**src/rtl/nrs_pkg.sv**
```systemverilog
// Shared constants, widths and FSM state type for the NB-IoT NRS Gold
// sequence generator.
package nrs_pkg;

  // Gold sequence warm-up length.
  localparam int NC_DEFAULT       = 1600;
  // Maximum downlink bandwidth in resource blocks.
  localparam int NRB_MAX_DL       = 110;
  // Bits skipped after the warm-up, one QPSK symbol per RB below the maximum.
  localparam int M_OFFSET_DEFAULT = 2 * (NRB_MAX_DL - 1);
  // Bits handed to the QPSK mapper per cinit word.
  localparam int OUT_BITS_DEFAULT = 4;

  // Width of each of the two Gold sequence LFSRs.
  localparam int LFSR_W  = 31;
  // Width of the cinit word coming from the cinit generator.
  localparam int CINIT_W = 28;

  typedef enum logic [1:0] {
    ST_IDLE = 2'd0,
    ST_SKIP = 2'd1,
    ST_EMIT = 2'd2
  } gold_state_e;

  // Counter width covering the skip count and the emit bit index.
  // Never returns less than 1, so a zero skip length still has a counter.
  function automatic int cnt_width(input int skip_len, input int out_bits);
    int w;
    w = $clog2(skip_len + 1);
    if ($clog2(out_bits + 1) > w) begin
      w = $clog2(out_bits + 1);
    end
    if (w < 1) begin
      w = 1;
    end
    return w;
  endfunction

endpackage

```
**src/rtl/gold_lfsr_pair.sv**
```systemverilog
// The x1/x2 LFSR pair of the length-31 Gold sequence. Bit 0 of each
// register holds x(n); a step shifts right and feeds x(n+31) into bit 30.
module gold_lfsr_pair
  import nrs_pkg::*;
(
  input  logic              clk,
  input  logic              rst,
  input  logic              load,
  input  logic              step,
  input  logic [LFSR_W-1:0] x2_init,
  output logic              c_bit
);

  logic [LFSR_W-1:0] x1_q;
  logic [LFSR_W-1:0] x1_d;
  logic [LFSR_W-1:0] x2_q;
  logic [LFSR_W-1:0] x2_d;
  logic              x1_fb;
  logic              x2_fb;

  // Feedback taps: x1(n+31) = x1(n+3)^x1(n), x2(n+31) = x2(n+3)^x2(n+2)^x2(n+1)^x2(n).
  assign x1_fb = x1_q[3] ^ x1_q[0];
  assign x2_fb = x2_q[3] ^ x2_q[2] ^ x2_q[1] ^ x2_q[0];

  // Next state: load wins over step; otherwise hold.
  always_comb begin
    x1_d = x1_q;
    x2_d = x2_q;
    if (load) begin
      x1_d = LFSR_W'(1);
      x2_d = x2_init;
    end else if (step) begin
      x1_d = {x1_fb, x1_q[LFSR_W-1:1]};
      x2_d = {x2_fb, x2_q[LFSR_W-1:1]};
    end
  end

  // State registers; reset puts x1 at its fixed seed and clears x2.
  always_ff @(posedge clk or negedge rst) begin
    if (!rst) begin
      x1_q <= LFSR_W'(1);
      x2_q <= '0;
    end else begin
      x1_q <= x1_d;
      x2_q <= x2_d;
    end
  end

  // Current Gold sequence bit c(n).
  assign c_bit = x1_q[0] ^ x2_q[0];

endmodule

```
**src/rtl/nrs_gold_seq_gen.sv**
```systemverilog
// NRS Gold sequence generator: buffers cinit words in a 2-entry FIFO,
// runs the Gold sequence past NC + M_OFFSET bits for each word and
// delivers the next OUT_BITS bits with a one-cycle c_valid pulse.
module nrs_gold_seq_gen
  import nrs_pkg::*;
#(
  parameter int NC       = NC_DEFAULT,
  parameter int M_OFFSET = M_OFFSET_DEFAULT,
  parameter int OUT_BITS = OUT_BITS_DEFAULT
) (
  input  logic                clk,
  input  logic                rst,
  input  logic                cinit_valid,
  input  logic [CINIT_W-1:0]  cinit,
  output logic                cinit_ready,
  output logic [OUT_BITS-1:0] c_bits,
  output logic                c_valid,
  output logic                busy
);

  localparam int SKIP_LEN = NC + M_OFFSET;
  localparam int CNT_W    = cnt_width(SKIP_LEN, OUT_BITS);
  localparam int IDX_W    = (OUT_BITS > 1) ? $clog2(OUT_BITS) : 1;

  // Terminal counts for the two counting states.
  localparam logic [CNT_W-1:0] SKIP_LAST = CNT_W'((SKIP_LEN > 0) ? (SKIP_LEN - 1) : 0);
  localparam logic [CNT_W-1:0] EMIT_LAST = CNT_W'(OUT_BITS - 1);

  // State entered right after a load; a zero skip length goes straight to EMIT.
  localparam gold_state_e FIRST_ST = (SKIP_LEN == 0) ? ST_EMIT : ST_SKIP;

  // ------------------------------------------------------------------
  // Input FIFO
  // ------------------------------------------------------------------
  logic [CINIT_W-1:0] fifo_mem_q [2];
  logic [CINIT_W-1:0] fifo_mem_d [2];
  logic               wr_ptr_q;
  logic               wr_ptr_d;
  logic               rd_ptr_q;
  logic               rd_ptr_d;
  logic [1:0]         count_q;
  logic [1:0]         count_d;
  logic               push;
  logic               pop;

  // ------------------------------------------------------------------
  // Sequencer state
  // ------------------------------------------------------------------
  gold_state_e         state_q;
  gold_state_e         state_d;
  logic [CNT_W-1:0]    cnt_q;
  logic [CNT_W-1:0]    cnt_d;
  logic [OUT_BITS-1:0] shreg_q;
  logic [OUT_BITS-1:0] shreg_d;
  logic [OUT_BITS-1:0] c_bits_q;
  logic [OUT_BITS-1:0] c_bits_d;
  logic                c_valid_q;
  logic                c_valid_d;

  logic                lfsr_load;
  logic                lfsr_step;
  logic                c_bit;
  logic [LFSR_W-1:0]   x2_init;
  logic [IDX_W-1:0]    cap_idx;
  logic [OUT_BITS-1:0] cap_vec;

  // A word is taken whenever there is room; a pop happens only from IDLE.
  assign cinit_ready = (count_q != 2'd2);
  assign push        = cinit_valid && cinit_ready;
  assign pop         = (state_q == ST_IDLE) && (count_q != 2'd0);

  // Head of the FIFO, zero-extended to the LFSR width, seeds x2.
  assign x2_init = {{(LFSR_W - CINIT_W){1'b0}}, fifo_mem_q[rd_ptr_q]};

  // Per-entry write: only the slot under the write pointer takes the new word.
  for (genvar gi = 0; gi < 2; gi++) begin : g_fifo_entry
    assign fifo_mem_d[gi] = (push && (wr_ptr_q == 1'(gi))) ? cinit : fifo_mem_q[gi];

    // FIFO storage register for one entry.
    always_ff @(posedge clk or negedge rst) begin
      if (!rst) begin
        fifo_mem_q[gi] <= '0;
      end else begin
        fifo_mem_q[gi] <= fifo_mem_d[gi];
      end
    end
  end

  // Pointer and occupancy update; push and pop together leave count unchanged.
  always_comb begin
    wr_ptr_d = push ? ~wr_ptr_q : wr_ptr_q;
    rd_ptr_d = pop  ? ~rd_ptr_q : rd_ptr_q;
    count_d  = count_q;
    case ({push, pop})
      2'b10:   count_d = count_q + 2'd1;
      2'b01:   count_d = count_q - 2'd1;
      default: count_d = count_q;
    endcase
  end

  // FIFO pointer and count registers.
  always_ff @(posedge clk or negedge rst) begin
    if (!rst) begin
      wr_ptr_q <= 1'b0;
      rd_ptr_q <= 1'b0;
      count_q  <= 2'd0;
    end else begin
      wr_ptr_q <= wr_ptr_d;
      rd_ptr_q <= rd_ptr_d;
      count_q  <= count_d;
    end
  end

  // ------------------------------------------------------------------
  // Gold sequence LFSRs
  // ------------------------------------------------------------------
  gold_lfsr_pair u_lfsr (
    .clk     (clk),
    .rst     (rst),
    .load    (lfsr_load),
    .step    (lfsr_step),
    .x2_init (x2_init),
    .c_bit   (c_bit)
  );

  // The counter doubles as the output bit index while emitting.
  assign cap_idx = cnt_q[IDX_W-1:0];

  // Capture vector: the shift register with the current c(n) dropped into
  // the slot selected by the bit index.
  for (genvar gi = 0; gi < OUT_BITS; gi++) begin : g_capture
    assign cap_vec[gi] = (cap_idx == IDX_W'(gi)) ? c_bit : shreg_q[gi];
  end

  // Sequencer: load on pop, step through the skip region, then capture
  // OUT_BITS bits and publish them together with a single c_valid pulse.
  always_comb begin
    state_d   = state_q;
    cnt_d     = cnt_q;
    shreg_d   = shreg_q;
    c_bits_d  = c_bits_q;
    c_valid_d = 1'b0;
    lfsr_load = 1'b0;
    lfsr_step = 1'b0;
    case (state_q)
      ST_IDLE: begin
        if (pop) begin
          lfsr_load = 1'b1;
          cnt_d     = '0;
          state_d   = FIRST_ST;
        end
      end
      ST_SKIP: begin
        lfsr_step = 1'b1;
        if (cnt_q == SKIP_LAST) begin
          cnt_d   = '0;
          state_d = ST_EMIT;
        end else begin
          cnt_d = cnt_q + 1'b1;
        end
      end
      ST_EMIT: begin
        lfsr_step = 1'b1;
        shreg_d   = cap_vec;
        if (cnt_q == EMIT_LAST) begin
          c_bits_d  = cap_vec;
          c_valid_d = 1'b1;
          cnt_d     = '0;
          state_d   = ST_IDLE;
        end else begin
          cnt_d = cnt_q + 1'b1;
        end
      end
      default: begin
        state_d = ST_IDLE;
        cnt_d   = '0;
      end
    endcase
  end

  // Sequencer and output registers.
  always_ff @(posedge clk or negedge rst) begin
    if (!rst) begin
      state_q   <= ST_IDLE;
      cnt_q     <= '0;
      shreg_q   <= '0;
      c_bits_q  <= '0;
      c_valid_q <= 1'b0;
    end else begin
      state_q   <= state_d;
      cnt_q     <= cnt_d;
      shreg_q   <= shreg_d;
      c_bits_q  <= c_bits_d;
      c_valid_q <= c_valid_d;
    end
  end

  assign c_bits  = c_bits_q;
  assign c_valid = c_valid_q;
  assign busy    = (state_q != ST_IDLE) || (count_q != 2'd0);

endmodule

```
**config.mk**
```make
export PLATFORM = sky130hd
export DESIGN_NAME = nrs_gold_seq_gen
export DESIGN_NICKNAME = d
export VERILOG_FILES = /design/src/rtl/nrs_pkg.sv /design/src/rtl/gold_lfsr_pair.sv /design/src/rtl/nrs_gold_seq_gen.sv
export SDC_FILE = /design/constraint.sdc
export NUM_CORES = 1
export LEC_CHECK = 0
export BUFFER_PORTS_ARGS = -buffer_cell sky130_fd_sc_hd__buf_2
export CAP_MARGIN = 20
export CORE_ASPECT_RATIO = 0.5
export CORE_MARGIN = 2
export CORE_UTILIZATION = 55
export DETAILED_ROUTE_END_ITERATION = 12
export GPL_TIMING_DRIVEN = 0
export PLACE_DENSITY_LB_ADDON = 0.3
export SETUP_SLACK_MARGIN = 0.2
export SKIP_CTS_REPAIR_TIMING = 1
export SYNTH_ARGS = -nofsm -noshare
export SYNTH_HDL_FRONTEND = slang
export SYNTH_SLANG_ARGS = --single-unit
```
**constraint.sdc**
```tcl
create_clock -name clk -period 2.4 [get_ports clk]
set_input_delay 0.72 -clock clk [delete_from_list [all_inputs] [get_ports clk]]
set_output_delay 0.72 -clock clk [all_outputs]
set_load 0.005 [all_outputs]
```
==> impl_metrics.sql <==
INSERT INTO impl_metrics (metric_group, metric, value, unit) VALUES
('global_routing', 'grt_pass1_wl', '19990', 'um'),
('worst_setup_path', 'timing.critical_path.slowest_cell_delay', '400', 'ps'),
('power', 'power_per_cell_area', '1461', 'mW/mm^2'),
('detailed_routing', 'drt_pass1_iterations', '4', ''),
('detailed_routing', 'totalWireLength', '11850', 'um'),
('power', 'seq_power_share', '0.361', ''),
('yosys', 'syn-num-nets', '567', ''),
('yosys', 'simple_gate_portion_of_the_synthesized_area', '0.09029', ''),
('sta', 'finalSetupViolCount', '0', ''),
('yosys', 'yosys.area.top_type_share', '0.5601', ''),
('placement', 'dpl.hpwl', '7386', 'um'),
('yosys', 'synthDistinctLibCells', '42', ''),
('power', 'switching_share_of_power', '0.3525', ''),
('global_routing', 'antenna_violations_before_repair', '0', ''),
('sta', 'tightest_slew', '719.1', 'ps'),
('worst_setup_path', 'cp_data_required_time', '1680', 'ps'),
('yosys', 'post_synth_main_area_contributors', 'dfrtp_1 56%, mux2i_1 9.4%, mux2_2 9.2%, a211oi_1 3.5%, a21oi_1 2.8%', ''),
('cells_and_area', 'ff_latch_area', '0.003606', 'mm^2'),
('clock_network', 'clkSinkCount', '144', ''),
('yosys', 'synth_xor_xnor_area_share', '0.01645', ''),
('worst_setup_path', 'worst-r2r-cell-count', '6', ''),
('clock_network', 'cts_buffers', '17', ''),
('power', 'internal_power_of_the_cells', '7.048', 'mW'),
('clock_network', 'cts_max_level', '4', ''),
('yosys', 'postSynthRegisterBits', '144', ''),
('yosys', 'synthesis.yosys.warnings', '0', ''),
('yosys', 'synth_area_leader_cell', 'dfrtp_1', ''),
('power', 'maximum_vdd_drop', '0.6824', 'mV'),
('yosys', 'synth_compound_gate_area_share', '0.09264', ''),
('cells_and_area', 'antenna_cells_inserted', '0', ''),
('global_routing', 'vias_in_the_first_global_route', '4152', ''),
('worst_setup_path', 'critical_path.endpoint_type', 'primary output', ''),
('sta', 'timing.hold.ws', '318.7', 'ps'),
('sta', 'hold_violations', '0', ''),
('run', 'drv_cap', '0', ''),
('cells_and_area', 'nFillCells', '822', ''),
('worst_setup_path', 'critPathMaxFanout', '4', ''),
('yosys', 'yosys.area_share.adder', '0.01763', ''),
('hold_path', 'timing.hold.worst.class', 'in -> async', ''),
('sta', 'period_needed', '2237', 'ps'),
('yosys', 'synth_area_per_cell', '12.12', 'um^2'),
('sta', 'maxSlewViolCount', '0', ''),
('worst_setup_path', 'critical_path_arrival', '1520', 'ps'),
('sta', 'timing.max_slew.rel_slack', '0.5172', ''),
('cells_and_area', 'final_layout_size_suffix_gt1_frac', '0.2521', ''),
('clock_network', 'skew_pair_late_insertion_delay', '430', 'ps'),
('cells_and_area', 'final_area', '0.007452', 'mm^2'),
('floorplanning', 'io-pin-count', '38', ''),
('clock_network', 'cts_buffer_depth', '2', ''),
('floorplanning', 'initial_utilization', '0.5731', ''),
('placement', 'globalplace.congestion', '0.7803', ''),
('global_routing', 'grt_overflow', '0', ''),
('worst_setup_path', 'crit_path_cell_trace', 'inv_2 > ha_4 > and2_4 > buf_6 > clkinvlp_4 > buf_2', ''),
('detailed_routing', 'routedWlPerCell', '15.92', 'um'),
('yosys', 'synth.mux.area_fraction', '0.1945', ''),
('clock_network', 'clock-root-buffer', 'clkbuf_16', ''),
('detailed_routing', 'vias_per_cell', '5.555', ''),
('detailed_routing', 'final_antenna_net_count', '0', ''),
('floorplanning', 'design.core.area', '0.01115', 'mm^2'),
('global_routing', 'groute.usage.overall', '0.2064', ''),
('sta', 'clock_skew', '11.93', 'ps'),
('yosys', 'netlist_instances', '527', ''),
('yosys', 'seq_area_frac_synth', '0.5642', ''),
('detailed_routing', 'drc_errors', '0', ''),
('floorplanning', 'die_ar', '0.01255', 'mm^2'),
('clock_network', 'clock_tree_from_tritoncts', 'yes', ''),
('placement', 'instance_area_after_placement', '0.006789', 'mm^2'),
('clock_network', 'clk_pin_slew', '60', 'ps'),
('cells_and_area', 'nets', '628', ''),
('status', 'status', 'finished clean', ''),
('cells_and_area', 'area_growth_syn_to_fin', '16.65', '%');
==> area by class of cell <==
class,count,share of cell area
sequential,144,0.4839
multi-input combinational,344,0.3571
clock buffer,19,0.05944
timing repair buffer,42,0.03341
tap,145,0.02435
clock inverter,11,0.01897
buffer,28,0.01679
inverter,11,0.006044
==> metrics by stage <==
step	instances	setup WS (ps)	setup TNS, ps	total power [mW]
after CTS	740	-487.1	-487.1	10.85
final	744	162.7	0	10.89
after floorplan	527	416.0	0	7.155
after detailed placement	710	-32.71	-32.71	8.150
after global placement	709	-1358	-193040	7.954
after global routing	744	110.8	0	11.57
==> layout by cell type (no fill, tap or decap), drive strengths merged, types with 2 or more instances in the layout <==
master / n
a211oi: 30
a21oi: 36
a31oi: 4
and2: 2
and3: 2
buf: 55
bufinv: 3
clkbuf: 34
clkinv: 8
dfrtp: 143
ha: 9
inv: 10
mux2: 57
mux2i: 60
nand2: 23
nand2b: 3
nand3: 7
nand4: 3
nor2: 36
nor2b: 28
nor3: 2
nor4: 2
o21ai: 15
o22ai: 2
o2bb2ai: 2
o311ai: 3
or4: 2
xnor2: 11
==> power groups by stage <==
stage | logic (mW) | clock network, mW | registers, mW
final | 4.32 | 2.63 | 3.93
after global routing | 4.75 | 2.79 | 4.04
after CTS | 4.26 | 2.67 | 3.91
after detailed placement | 4.22 | 0 | 3.93
after global placement | 4.07 | 0 | 3.89
after floorplan | 3.38 | 0 | 3.78
==> per-layer routing <==
metal	share of wire	GRT usage	up-vias
met5	0	0	-
met1	0.49	0.2815	2065
li1	-	-	2008
met3	0.029	0.06044	13
met4	0.011	0.06147	0
met2	0.47	0.3238	47
==> cells by family (layout without fill, tap and decap cells) <==
kind of cell	count (synthesis)	count (layout)
and+or+nand+nor	112	112
muxes	117	117
xor gates and xnor gates	12	12
DFF	144	144
adders and majority gates	9	9
buffers and inverters	39	111
AOI/OAI and AO/OA	94	94
==> flip-flops by register name (all words and copies together), names as in the netlist <==
name,cells
fifo_mem_q,56
u_lfsr.x1_q,31
u_lfsr.x2_q,31
cnt_q,11
c_bits,4
shreg_q,4
count_q,2
state_q,2
c_valid,1
rd_ptr_q,1
wr_ptr_q,1
==> worst max-delay path, delay by kind of cell (launching register included) <==
| kind | cells | cell delay (ps) |
|---|---|---|
| flops | 1 | 400 |
| simple gates | 1 | 130 |
| fa+ha+maj | 1 | 140 |
| buf+inv | 4 | 430 |
==> final timing paths <==
path	startpoint	to	slack (ps)
setup reg to reg	state_q[1]$_DFFE_PN0P_	u_lfsr.x2_q[16]$_DFFE_PN0P_	310
max in group asynchronous	rst	u_lfsr.x1_q[0]$_DFFE_PN1P_	1280
min in group clk	c_bits[3]$_DFFE_PN0P_	c_bits[3]$_DFFE_PN0P_	470
setup / recovery	state_q[0]$_DFFE_PN0P_	busy	160
hold / removal	rst	fifo_mem_q[10]$_DFFE_PN0P_	320
hold reg to reg	c_bits[3]$_DFFE_PN0P_	c_bits[3]$_DFFE_PN0P_	470
Note: power is estimated with default switching activity, not from simulation.
